==> config.mk <==
export PLATFORM = sky130hd
export DESIGN_NAME = cpu_control
export DESIGN_NICKNAME = d
export VERILOG_FILES = /design/src/rtl/cpu_pkg.sv /design/src/rtl/cpu_alu.sv /design/src/rtl/cpu_control.sv
export SDC_FILE = /design/constraint.sdc
export NUM_CORES = 1
export LEC_CHECK = 0
export BUFFER_PORTS_ARGS = -buffer_cell sky130_fd_sc_hd__buf_2
export CORE_MARGIN = 2
export CORE_UTILIZATION = 55
export CTS_CLUSTER_DIAMETER = 100
export CTS_CLUSTER_SIZE = 40
export DETAILED_ROUTE_END_ITERATION = 10
export GPL_ROUTABILITY_DRIVEN = 0
export MAX_ROUTING_LAYER = met4
export PLACE_DENSITY_LB_ADDON = 0.25
export SYNTH_ARGS = -nofsm -noshare
export SYNTH_HDL_FRONTEND = slang
export SYNTH_SLANG_ARGS = --single-unit
==> constraint.sdc <==
create_clock -name clock -period 10.36 [get_ports clock]
set_input_delay 0.518 -clock clock [delete_from_list [all_inputs] [get_ports clock]]
set_output_delay 0.518 -clock clock [all_outputs]
set_load 0.05 [all_outputs]
==> src/rtl/cpu_pkg.sv <==
// rtl/cpu_pkg.sv - shared definitions for the Mini-CPU sequencer
// Purpose: opcode codes, instruction field positions, default widths,
//          sequencer state encoding and small decode helpers.
// Ports:   none (package).
package cpu_pkg;

  localparam int DATA_W_DEF = 16;
  localparam int ADDR_W_DEF = 4;
  localparam int INSTR_W    = 16;

  localparam logic [3:0] OP_LOAD    = 4'd0;
  localparam logic [3:0] OP_ADD     = 4'd1;
  localparam logic [3:0] OP_ADDI    = 4'd2;
  localparam logic [3:0] OP_SUB     = 4'd3;
  localparam logic [3:0] OP_SUBI    = 4'd4;
  localparam logic [3:0] OP_MUL     = 4'd5;
  localparam logic [3:0] OP_MULI    = 4'd6;
  localparam logic [3:0] OP_CLEAR   = 4'd7;
  localparam logic [3:0] OP_DISPLAY = 4'd8;

  // Instruction fields: [15:12] opcode, [11:8] dest, [7:4] src1,
  // [3:0] src2/imm4, [7:0] imm8 for LOAD.
  localparam int OP_LSB   = 12;
  localparam int DEST_LSB = 8;
  localparam int SRC1_LSB = 4;
  localparam int SRC2_LSB = 0;
  localparam int IMM8_LSB = 0;
  localparam int IMM4_LSB = 0;

  typedef enum logic [2:0] {
    S_IDLE  = 3'd0,
    S_READ  = 3'd1,
    S_EXEC  = 3'd2,
    S_WRITE = 3'd3,
    S_DONE  = 3'd4
  } state_e;

  function automatic logic is_legal(input logic [3:0] op);
    return op <= OP_DISPLAY;
  endfunction

  // LOAD and every arithmetic opcode write their result back.
  function automatic logic writes_rf(input logic [3:0] op);
    return op <= OP_MULI;
  endfunction

endpackage

==> src/rtl/cpu_alu.sv <==
// rtl/cpu_alu.sv - combinational ALU for the Mini-CPU
// Purpose: computes the result and signed overflow for one opcode.
// Ports:
//   op_i       opcode (immediate forms share the register-form datapath)
//   a_i        first operand (src1 register value)
//   b_i        second operand (src2 value or sign-extended immediate)
//   result_o   wrapped DATA_W-bit result
//   overflow_o signed overflow for ADD/SUB/MUL families, else 0
module cpu_alu
  import cpu_pkg::*;
#(
  parameter int DATA_W = DATA_W_DEF
) (
  input  logic [3:0]        op_i,
  input  logic [DATA_W-1:0] a_i,
  input  logic [DATA_W-1:0] b_i,
  output logic [DATA_W-1:0] result_o,
  output logic              overflow_o
);

  localparam int MSB = DATA_W - 1;

  logic [DATA_W-1:0]          sum;
  logic [DATA_W-1:0]          diff;
  logic signed [2*DATA_W-1:0] a_ext;
  logic signed [2*DATA_W-1:0] b_ext;
  logic signed [2*DATA_W-1:0] prod;

  assign sum   = a_i + b_i;
  assign diff  = a_i - b_i;
  assign a_ext = {{DATA_W{a_i[MSB]}}, a_i};
  assign b_ext = {{DATA_W{b_i[MSB]}}, b_i};
  assign prod  = a_ext * b_ext;

  always_comb begin
    result_o   = '0;
    overflow_o = 1'b0;
    case (op_i)
      OP_LOAD: result_o = b_i;
      OP_ADD, OP_ADDI: begin
        result_o   = sum;
        overflow_o = (a_i[MSB] == b_i[MSB]) && (sum[MSB] != a_i[MSB]);
      end
      OP_SUB, OP_SUBI: begin
        result_o   = diff;
        overflow_o = (a_i[MSB] != b_i[MSB]) && (diff[MSB] != a_i[MSB]);
      end
      OP_MUL, OP_MULI: begin
        result_o   = prod[DATA_W-1:0];
        // Fits in signed DATA_W only if the upper half is a pure sign copy.
        overflow_o = prod[2*DATA_W-1:DATA_W-1] != {(DATA_W+1){prod[MSB]}};
      end
      OP_CLEAR:   result_o = '0;
      OP_DISPLAY: result_o = a_i;
      default:    result_o = a_i;
    endcase
  end

endmodule

==> src/rtl/cpu_control.sv <==
// rtl/cpu_control.sv - Mini-CPU instruction sequencer
// Purpose: accepts one instruction per valid/ready transfer, walks it through
//          READ/EXEC/WRITE/DONE and drives the register file access side.
// Ports:
//   clock, reset                  clock and async active-high reset
//   instr_valid/instr_ready/instr instruction handshake
//   rf_addr_src1/2, rf_out_src1/2 register file read side
//   rf_we/rf_addr_dest/rf_data_in register file write side
//   rf_clear                      one-cycle clear-all pulse
//   result/overflow/illegal       status of the last executed instruction
//   done                          one-cycle completion pulse
module cpu_control
  import cpu_pkg::*;
#(
  parameter int DATA_W = DATA_W_DEF,
  parameter int ADDR_W = ADDR_W_DEF
) (
  input  logic               clock,
  input  logic               reset,
  input  logic               instr_valid,
  output logic               instr_ready,
  input  logic [INSTR_W-1:0] instr,
  output logic [ADDR_W-1:0]  rf_addr_src1,
  output logic [ADDR_W-1:0]  rf_addr_src2,
  input  logic [DATA_W-1:0]  rf_out_src1,
  input  logic [DATA_W-1:0]  rf_out_src2,
  output logic               rf_we,
  output logic [ADDR_W-1:0]  rf_addr_dest,
  output logic [DATA_W-1:0]  rf_data_in,
  output logic               rf_clear,
  output logic [DATA_W-1:0]  result,
  output logic               done,
  output logic               overflow,
  output logic               illegal
);

  state_e               state_q, state_d;
  logic [INSTR_W-1:0]   instr_q;
  logic [DATA_W-1:0]    result_q;
  logic                 overflow_q;
  logic                 illegal_q;

  logic [3:0]           op;
  logic [7:0]           imm8;
  logic [3:0]           imm4;
  logic [DATA_W-1:0]    operand_b;
  logic [DATA_W-1:0]    alu_result;
  logic                 alu_overflow;
  logic                 accept;

  assign op   = instr_q[OP_LSB +: 4];
  assign imm8 = instr_q[IMM8_LSB +: 8];
  assign imm4 = instr_q[IMM4_LSB +: 4];

  always_comb begin
    operand_b = rf_out_src2;
    case (op)
      OP_LOAD:                    operand_b = {{(DATA_W-8){imm8[7]}}, imm8};
      OP_ADDI, OP_SUBI, OP_MULI:  operand_b = {{(DATA_W-4){imm4[3]}}, imm4};
      default:                    operand_b = rf_out_src2;
    endcase
  end

  cpu_alu #(
    .DATA_W (DATA_W)
  ) u_alu (
    .op_i       (op),
    .a_i        (rf_out_src1),
    .b_i        (operand_b),
    .result_o   (alu_result),
    .overflow_o (alu_overflow)
  );

  assign accept = (state_q == S_IDLE) && instr_valid;

  always_ff @(posedge clock or posedge reset) begin
    if (reset) begin
      state_q <= S_IDLE;
    end else begin
      state_q <= state_d;
    end
  end

  always_ff @(posedge clock or posedge reset) begin
    if (reset) begin
      instr_q    <= '0;
      result_q   <= '0;
      overflow_q <= 1'b0;
      illegal_q  <= 1'b0;
    end else begin
      if (accept) begin
        instr_q <= instr;
      end
      // Status registers update only at the end of EXEC; an illegal opcode
      // leaves the previous result visible.
      if (state_q == S_EXEC) begin
        illegal_q  <= !is_legal(op);
        overflow_q <= is_legal(op) && alu_overflow;
        if (is_legal(op)) begin
          result_q <= alu_result;
        end
      end
    end
  end

  always_comb begin
    state_d     = state_q;
    instr_ready = 1'b0;
    rf_we       = 1'b0;
    rf_clear    = 1'b0;
    done        = 1'b0;
    case (state_q)
      S_IDLE: begin
        instr_ready = 1'b1;
        if (instr_valid) state_d = S_READ;
      end
      S_READ:  state_d = S_EXEC;
      S_EXEC:  state_d = S_WRITE;
      S_WRITE: begin
        rf_we    = writes_rf(op);
        rf_clear = (op == OP_CLEAR);
        state_d  = S_DONE;
      end
      S_DONE: begin
        done    = 1'b1;
        state_d = S_IDLE;
      end
      default: state_d = S_IDLE;
    endcase
  end

  assign rf_addr_src1 = instr_q[SRC1_LSB +: ADDR_W];
  assign rf_addr_src2 = instr_q[SRC2_LSB +: ADDR_W];
  assign rf_addr_dest = instr_q[DEST_LSB +: ADDR_W];
  assign rf_data_in   = result_q;
  assign result       = result_q;
  assign overflow     = overflow_q;
  assign illegal      = illegal_q;

endmodule
Word-level counts from Yosys, hierarchy flattened
Cells that the tools add are included.
Widths: inputs -> output; s select.
{"block": "totals", "elab_cells": 48, "ff_bits": 37, "input_bits": 51}
{"block": "op_classes", "n_lt_le_gt_ge": 2, "mul": 1, "reduce_logical": 12, "n_addsub": 2, "n_eq_ne": 17, "mux": 9}
{"cell": "$pmux 16 s5", "n": 1}
{"cell": "$mul 16x16->32", "n": 1}
{"cell": "$pmux 16 s2", "n": 1}
{"cell": "$add 16x16->16", "n": 1}
{"cell": "$eq 4x3->1 const B", "n": 4}
{"cell": "$ne 16x16->1", "n": 1}
{"cell": "$sub 16x16->16", "n": 1}
{"cell": "$pmux 3 s4", "n": 1}
{"cell": "$eq 4x2->1 const B", "n": 2}
{"cell": "$eq 3x2->1 const B", "n": 2}
{"cell": "$reduce_or 2->1", "n": 3}
{"cell": "$eq 4x1->1 const B", "n": 1}
{"cell": "$le 4x3->1 const B", "n": 1}
{"cell": "$le 4x4->1 const B", "n": 1}
{"cell": "$logic_and 1x1->1", "n": 4}
{"cell": "$logic_not 4->1", "n": 1}
{"cell": "$mux 1", "n": 4}
{"cell": "$eq 3x1->1 const B", "n": 1}
{"cell": "$eq 3x3->1 const B", "n": 1}
{"cell": "$logic_not 3->1", "n": 1}
{"cell": "$mux 3", "n": 1}
{"cell": "$ne 1x1->1", "n": 3}
{"cell": "$pmux 1 s3", "n": 1}
{"cell": "$reduce_or 3->1", "n": 1}
{"cell": "other kinds (4)", "n": 4}

Logic depth before layout (Yosys ltp)
Gate-level depths: netlist (run 1).
{"block": "depth", "word_depth": 8, "ltp_mapped": 31, "mapped_depth_nobuf": 29}

Modules after synthesis
Synthesis (run 1) repeated with hierarchy kept, for this count alone.
{"block": "hier_totals", "hier_cells": 1505, "area_unflattened_um2": 13629.3}
{"module": "cpu_alu", "cells_per_inst": 1352, "seq_area_each_um2": 0.0, "area_each_um2": 11711.2, "instances": 1}
{"module": "cpu_control", "cells_per_inst": 153, "seq_area_each_um2": 925.9, "area_each_um2": 1918.1, "instances": 1}

Worst setup path before layout (run 1)
No wires, ideal clock.
{"block": "synth_path", "path_type": "register to register", "startpoint": "register instr_q[12]", "endpoint": "register overflow_q, in the netlist overflow", "required_ps": 10236, "t_arrival_ps": 7310, "slack_ps": 2927, "period_less_slack_ps": 7433, "stages_incl_launch_ff": 27, "setup_time_ps": 124, "path_cell_list": "dfrtp_1 -> clkbuf_1 -> nor2_1 -> mux2_2 -> clkbuf_1 -> nand2_1 -> inv_1 -> fa_1 -> inv_1 -> fa_1 -> fa_1 -> fa_1 -> fa_1 -> fa_1 -> inv_1 -> ha_1 -> clkbuf_1 -> nand3_1 -> o221ai_1 -> nor3_1 -> o31a_1 -> xor2_1 -> or3_1 -> nor3_1 -> a311oi_1 -> a31oi_1 -> o21ai_1"}
{"block": "synth_via", "elab_chain_len": 8, "word_cells_on_any_way": 25}
{"element": "start, declared", "line_no": "cpu_control.sv:38", "text": "logic [INSTR_W-1:0] instr_q;"}
{"element": "start signal, assigned", "line_no": "cpu_control.sv:92", "text": "instr_q <= instr;"}
{"element": "branches (longest 7 deep; another with $mul 16x16->32)"}
{"element": "$logic_and 1x1->1 *", "line_no": "cpu_control.sv:98", "text": "overflow_q <= is_legal(op) && alu_overflow;"}
{"element": "end signal, assigned", "line_no": "cpu_control.sv:98"}
{"element": "end, declared", "line_no": "cpu_control.sv:40", "text": "logic overflow_q;"}
Mark *: on every way between the ends.
A chain may end at the register's enable or synchronous reset.

Final worst setup path (run 1)
{"block": "layout_path", "startpoint": "register instr_q[15]", "endpoint": "register overflow_q, in the netlist overflow"}
The elaborated chain is that of the path after synthesis.

==> results of run 1 <==
metal layers:
metal	vias up	wire length, um	track usage	share of wire
li1	5151	-	-	-
met1	5696	14700	0.392	0.40
met2	492	17500	0.490	0.48
met3	109	2520	0.0250	0.069
met4	0	1790	0.128	0.049
met5	-	0	-	0
logic make-up (layout without fill, tap and decap cells):
group	count (synthesis)	in the layout	share of synthesized area
simple gates	471	471	0.161
buf+inv	409	437	0.120
fa+ha+maj	379	379	0.486
compound gates	252	252	0.124
flops	37	37	0.0669
xor+xnor	34	34	0.0220
mux	27	27	0.0212
path summary, 6_finish.rpt:
kind / slack, ns / start / to / depth (start not counted)
worst max-delay path: 1.26 / instr_q[15] / overflow / 27
worst min-delay path: 0.34 / reset / instr_q[7] / 3
worst max register to register: 1.26 / instr_q[15] / overflow / 27
worst min register to register: 0.49 / result[12] / result[12] / 1
max in group asynchronous: 9.65 / reset / result[15] / 3
min in group clock: 0.44 / instr_valid / state_q[0] / 2
metrics by stage:
step | hold slack [ns] | instance area (um^2) | std cells | setup slack (ns) | utilization
final | 0.338 | 14500 | 1967 | 1.26 | 0.583
after CTS | 0.352 | 14500 | 1967 | 1.38 | 0.583
after global placement | 0.476 | 14400 | 1959 | 1.69 | 0.576
after detailed placement | 0.478 | 14400 | 1959 | 1.39 | 0.576
after global routing | 0.402 | 14500 | 1967 | 0.684 | 0.583
after floorplan | 0.476 | 13800 | 1609 | 2.93 | -
flip-flops by register name (all words and copies together) (netlist names):
signal	count
result	16
illegal	1
state_q	3
instr_q	16
overflow	1
worst max-delay path, cell delays in order, from the launching register on:
cell and delay, ns:
dfrtp_1 0.61, nor2_1 0.70, nor2_1 0.10, a21oi_1 0.96
inv_1 0.22, nor2_1 0.35, inv_1 0.12, fa_1 0.55
inv_1 0.05, fa_1 0.49, inv_1 0.05, fa_1 0.48
fa_1 0.51, fa_1 0.40, fa_1 0.51, inv_1 0.04
ha_1 0.43, nand2_1 0.20, a2111oi_0 0.48, nand4b_1 0.31
nand3b_1 0.22, a31o_2 0.19, nand4_1 0.09, o211ai_1 0.14
nor4bb_1 0.30, nand3_1 0.11, a31oi_1 0.26, o21ai_1 0.10
cells in the final DEF (no fill, tap or decap), types with 10 or more instances in the layout:
cell	count
and2_1	74
o21a_1	12
nor2b_1	20
nor2_1	103
mux2_2	19
dfrtp_1	37
nand2_1	168
a21oi_1	70
or2_2	15
nand3_1	22
buf_2	100
xnor2_1	26
nor3_1	26
fa_1	264
a21o_1	10
o21ai_0	46
a31oi_1	12
ha_1	115
inv_1	319
layout make-up:
type,count,area (um^2),share of cell area
clock buffers,5,125,0.00860
repair buffers,109,568,0.0391
multi-input cells,1163,11300,0.775
flip-flops and latches,37,926,0.0637
well taps,330,413,0.0284
inverters,320,1200,0.0826
clock inverters,3,46.3,0.00318
==> flow_metrics.py, run 1 <==
metrics = {
    "timing": {
        "fin_tns_setup_ns": 0,
        "finalHoldViolCount": 0,
        "max_slew_margin": 0.179,
        "worstMarginPinSlew_ns": 1.23,
        "finClkSkew_ns": 0.0186,
        "post-route-period-util": 0.878,
        "rsz0062_at_grt": "no",
        "finalSetupViolations": 0,
        "final-max-slew-violation-count": 0,
        "period_needed_ns": 9.10,
        "max_freq_ghz": 0.110,
    },
    "synth": {
        "synth_edf_count": 0,
        "ys.flop_type": "dfrtp_1",
        "ys_seq_area_frac": 0.0669,
        "async_flop_share": 1.00,
        "synth_area_leaders": "fa_1 (38%), ha_1 (10%), inv_1 (8.6%), dfrtp_1 (6.7%), nand2_1 (4.6%)",
        "synthesis.nets": 2039,
        "netlist_instances": 1609,
        "synth.distinct_cells": 76,
        "yosys_warnings": 0,
        "synth.avg_cell_area_um2": 8.61,
        "synth.most_common_cell": "inv_1",
        "synth_top_area_share": 0.382,
        "ys_seq_elements": 37,
        "synth_top_cells_by_count": "inv_1 (319), fa_1 (264), nand2_1 (168), ha_1 (115), nor2_1 (103)",
        "yosysTopAreaCell": "fa_1",
        "syn_area_um2": 13800,
    },
    "worst_setup_path": {
        "start_kind": "flop",
        "worst_ep_required_time_ns": 10.53,
        "arrival_ns": 9.27,
        "endpoint_kind": "flop",
        "crit_fanout": 22,
        "path_class": "reg -> reg",
    },
    "global_route": {
        "grt_max_degree": 38,
        "antenna_found_initial": 0,
        "grt_use_total": 0.301,
        "grt_pass1_vias": 11773,
        "grt_remaining_overflow": 0,
        "grt_pass1_wl_mm": 60.9,
    },
    "floorplanning": {
        "boundaryPins": 101,
        "dieArea_um2": 26500,
        "start_util": 0.555,
        "dieHeight_um": 163,
        "die_w_um": 163,
        "coreArea_um2": 25000,
        "num_rows": 58,
    },
    "clock_tree": {
        "cts_buffers": 5,
        "insertion_delay_ns": 0.30,
        "ctsLongestPathBuffers": 2,
        "cts_root_buf": "clkbuf_16",
        "cts_tree": "done",
        "clkSlewWorstSetupHoldPaths_ns": 0.08,
        "post_cts_buffers": 0,
        "cts_sinks": 37,
        "h-tree-depth": 2,
        "ctsResizeCount": 0,
        "hold_buffers": 0,
    },
    "run": {
        "max_cap_viol_count": 0,
    },
    "cells_and_area": {
        "num-fill-cells": 2278,
        "nets": 2066,
        "syn2layout_area_growth_pct": 5.02,
        "antennaDiodeCount": 0,
        "layout-drive-gt1-share": 0.0996,
    },
    "status": {
        "status": "complete, no violations",
    },
    "placed_design": {
        "dp_hpwl_mm": 30.2,
        "io_buffers": 100,
    },
    "route": {
        "dr.pass1.iters": 7,
        "drt_first_iter_violations": 822,
        "drc": 0,
        "routed_via_density": 5.82,
        "drtAntennaViolNets": 0,
        "dr_total_vias": 11448,
        "wirelength_mm": 36.6,
        "wl_per_cell_um": 18.6,
    },
    "worst_hold_path": {
        "hold_path.class": "in -> async",
    },
}
Power of run 1 is not shown: default switching activity piles up to over one toggle a cycle in this logic, so the estimate is an artifact.
==> run 2, diff against run 1 <==
- ABC_CLOCK_PERIOD_IN_PS: unset -> 10360
- CORE_UTILIZATION: 55 -> 45
==> run 2 against run 1 <==
Against the previous run:
- sequential cell count stayed put
- routed wire length is 4.6% higher
- worst hold slack better by 0.0049 ns
- clock skew is 0.0023 ns lower
- cell area is 0.34% higher
- setup slack worse by 0.13 ns
- non-clock buffer count is 1 lower
- critical path type unchanged
- critical endpoint unchanged
- highest routed layer unchanged
==> flow_metrics.py, run 2 (same netlist as run 1, synthesis figures left out) <==
metrics = {
    "status": {
        "status": "complete, no violations",
    },
    "timing": {
        "period_needed_ns": 9.23,
        "max_slew_margin": 0.120,
        "max_freq_ghz": 0.108,
        "fin_tns_setup_ns": 0,
        "finClkSkew_ns": 0.0162,
        "finalSetupViolations": 0,
        "worstMarginPinSlew_ns": 1.32,
        "finalHoldViolCount": 0,
        "final-max-slew-violation-count": 0,
        "rsz0062_at_grt": "no",
        "post-route-period-util": 0.891,
    },
    "route": {
        "dr_total_vias": 11328,
        "wirelength_mm": 38.2,
        "drtAntennaViolNets": 0,
        "drt_first_iter_violations": 810,
        "dr.pass1.iters": 5,
        "drc": 0,
        "wl_per_cell_um": 18.8,
        "routed_via_density": 5.58,
    },
    "placed_design": {
        "io_buffers": 100,
        "dp_hpwl_mm": 31.8,
    },
    "run": {
        "max_cap_viol_count": 0,
    },
    "clock_tree": {
        "post_cts_buffers": 0,
        "cts_sinks": 37,
        "clkSlewWorstSetupHoldPaths_ns": 0.07,
        "ctsResizeCount": 0,
        "cts_root_buf": "clkbuf_16",
        "insertion_delay_ns": 0.29,
        "cts_tree": "done",
        "h-tree-depth": 2,
        "ctsLongestPathBuffers": 2,
        "hold_buffers": 0,
        "cts_buffers": 5,
    },
    "global_route": {
        "grt_pass1_wl_mm": 63.4,
        "grt_remaining_overflow": 0,
        "antenna_found_initial": 0,
        "grt_use_total": 0.253,
        "grt_pass1_vias": 11711,
        "grt_max_degree": 38,
    },
    "worst_setup_path": {
        "endpoint_kind": "flop",
        "start_kind": "flop",
        "worst_ep_required_time_ns": 10.53,
        "arrival_ns": 9.40,
        "crit_fanout": 22,
        "path_class": "reg -> reg",
    },
    "cells_and_area": {
        "final_common_cell": "inv_1",
        "layout_common_cells": "inv_1 (319), fa_1 (264), nand2_1 (168), ha_1 (115), nor2_1 (103)",
        "antennaDiodeCount": 0,
        "nets": 2065,
        "layout-drive-gt1-share": 0.0985,
        "syn2layout_area_growth_pct": 5.38,
    },
    "floorplanning": {
        "dieArea_um2": 32200,
        "coreArea_um2": 30400,
        "dieHeight_um": 179,
        "die_w_um": 179,
        "boundaryPins": 101,
        "num_rows": 64,
        "start_util": 0.455,
    },
    "worst_hold_path": {
        "hold_path.class": "in -> async",
    },
}
-- run 2: changes by cell type in the layout (fill, tap and decap cells not counted), sizes merged --
cell	previous run	this run
clkinv	1	0
buf	109	108
clkbuf	5	6
bufinv	1	0
-- run 2: layout make-up --
cell class / count / area (um^2)
clock buffers: 6 / 139
repair buffers: 108 / 561
inverters: 320 / 1200
flip-flops and latches: 37 / 926
clock inverters: 1 / 7.51
multi-input cells: 1163 / 11300
well taps: 396 / 495
fillers: 3021 / 15800
-- run 2: critical path, cell delays in order, from the launching register on --
cell and delay [ns]:
dfrtp_1 0.62, nor2_1 0.81, nor2_1 0.08, a21oi_1 1.03
inv_1 0.42, nor2_1 0.34, inv_1 0.10, fa_1 0.53
inv_1 0.05, fa_1 0.50, inv_1 0.05, fa_1 0.48
fa_1 0.52, fa_1 0.40, fa_1 0.51, inv_1 0.05
ha_1 0.42, nand2_1 0.18, a2111oi_0 0.38, nand4b_1 0.26
nand3b_1 0.22, a31o_2 0.19, nand4_1 0.09, o211ai_1 0.17
nor4bb_1 0.32, nand3_1 0.11, a31oi_1 0.20, o21ai_1 0.07
-- run 2: per-stage QoR --
stage | instances | area, um^2 | setup WS (ns) | hold WS, ns | util
6_report | 2031 | 14600 | 1.13 | 0.343 | 0.480
3_5_place_dp | 2024 | 14400 | 1.32 | 0.489 | 0.475
4_1_cts | 2031 | 14600 | 1.32 | 0.363 | 0.480
2_1_floorplan | 1609 | 13800 | 2.93 | 0.476 | -
5_1_grt | 2031 | 14600 | 0.485 | 0.417 | 0.480
3_3_place_gp | 2024 | 14400 | 1.51 | 0.476 | 0.475
-- run 2: routing by layer --
layer | wire length [um] | global-route usage | vias up
met1 | 15500 | 0.327 | 5656
met3 | 2880 | 0.0381 | 77
met5 | 0 | - | -
met2 | 18000 | 0.399 | 467
met4 | 1840 | 0.106 | 0
li1 | - | - | 5128
-- run 2: worst paths after layout --
check / start / endpoint / slack [ns] / cells after the start
hold reg to reg: result[13] / result[13] / 0.50 / 2
max in group asynchronous: reset / illegal / 9.65 / 3
setup reg to reg: instr_q[15] / overflow / 1.13 / 27
setup / recovery: instr_q[15] / overflow / 1.13 / 27
hold / removal: reset / instr_q[0] / 0.34 / 3
min in group clock: instr[1] / instr_q[1] / 0.43 / 3
Power of run 2 is left out for the same reason.
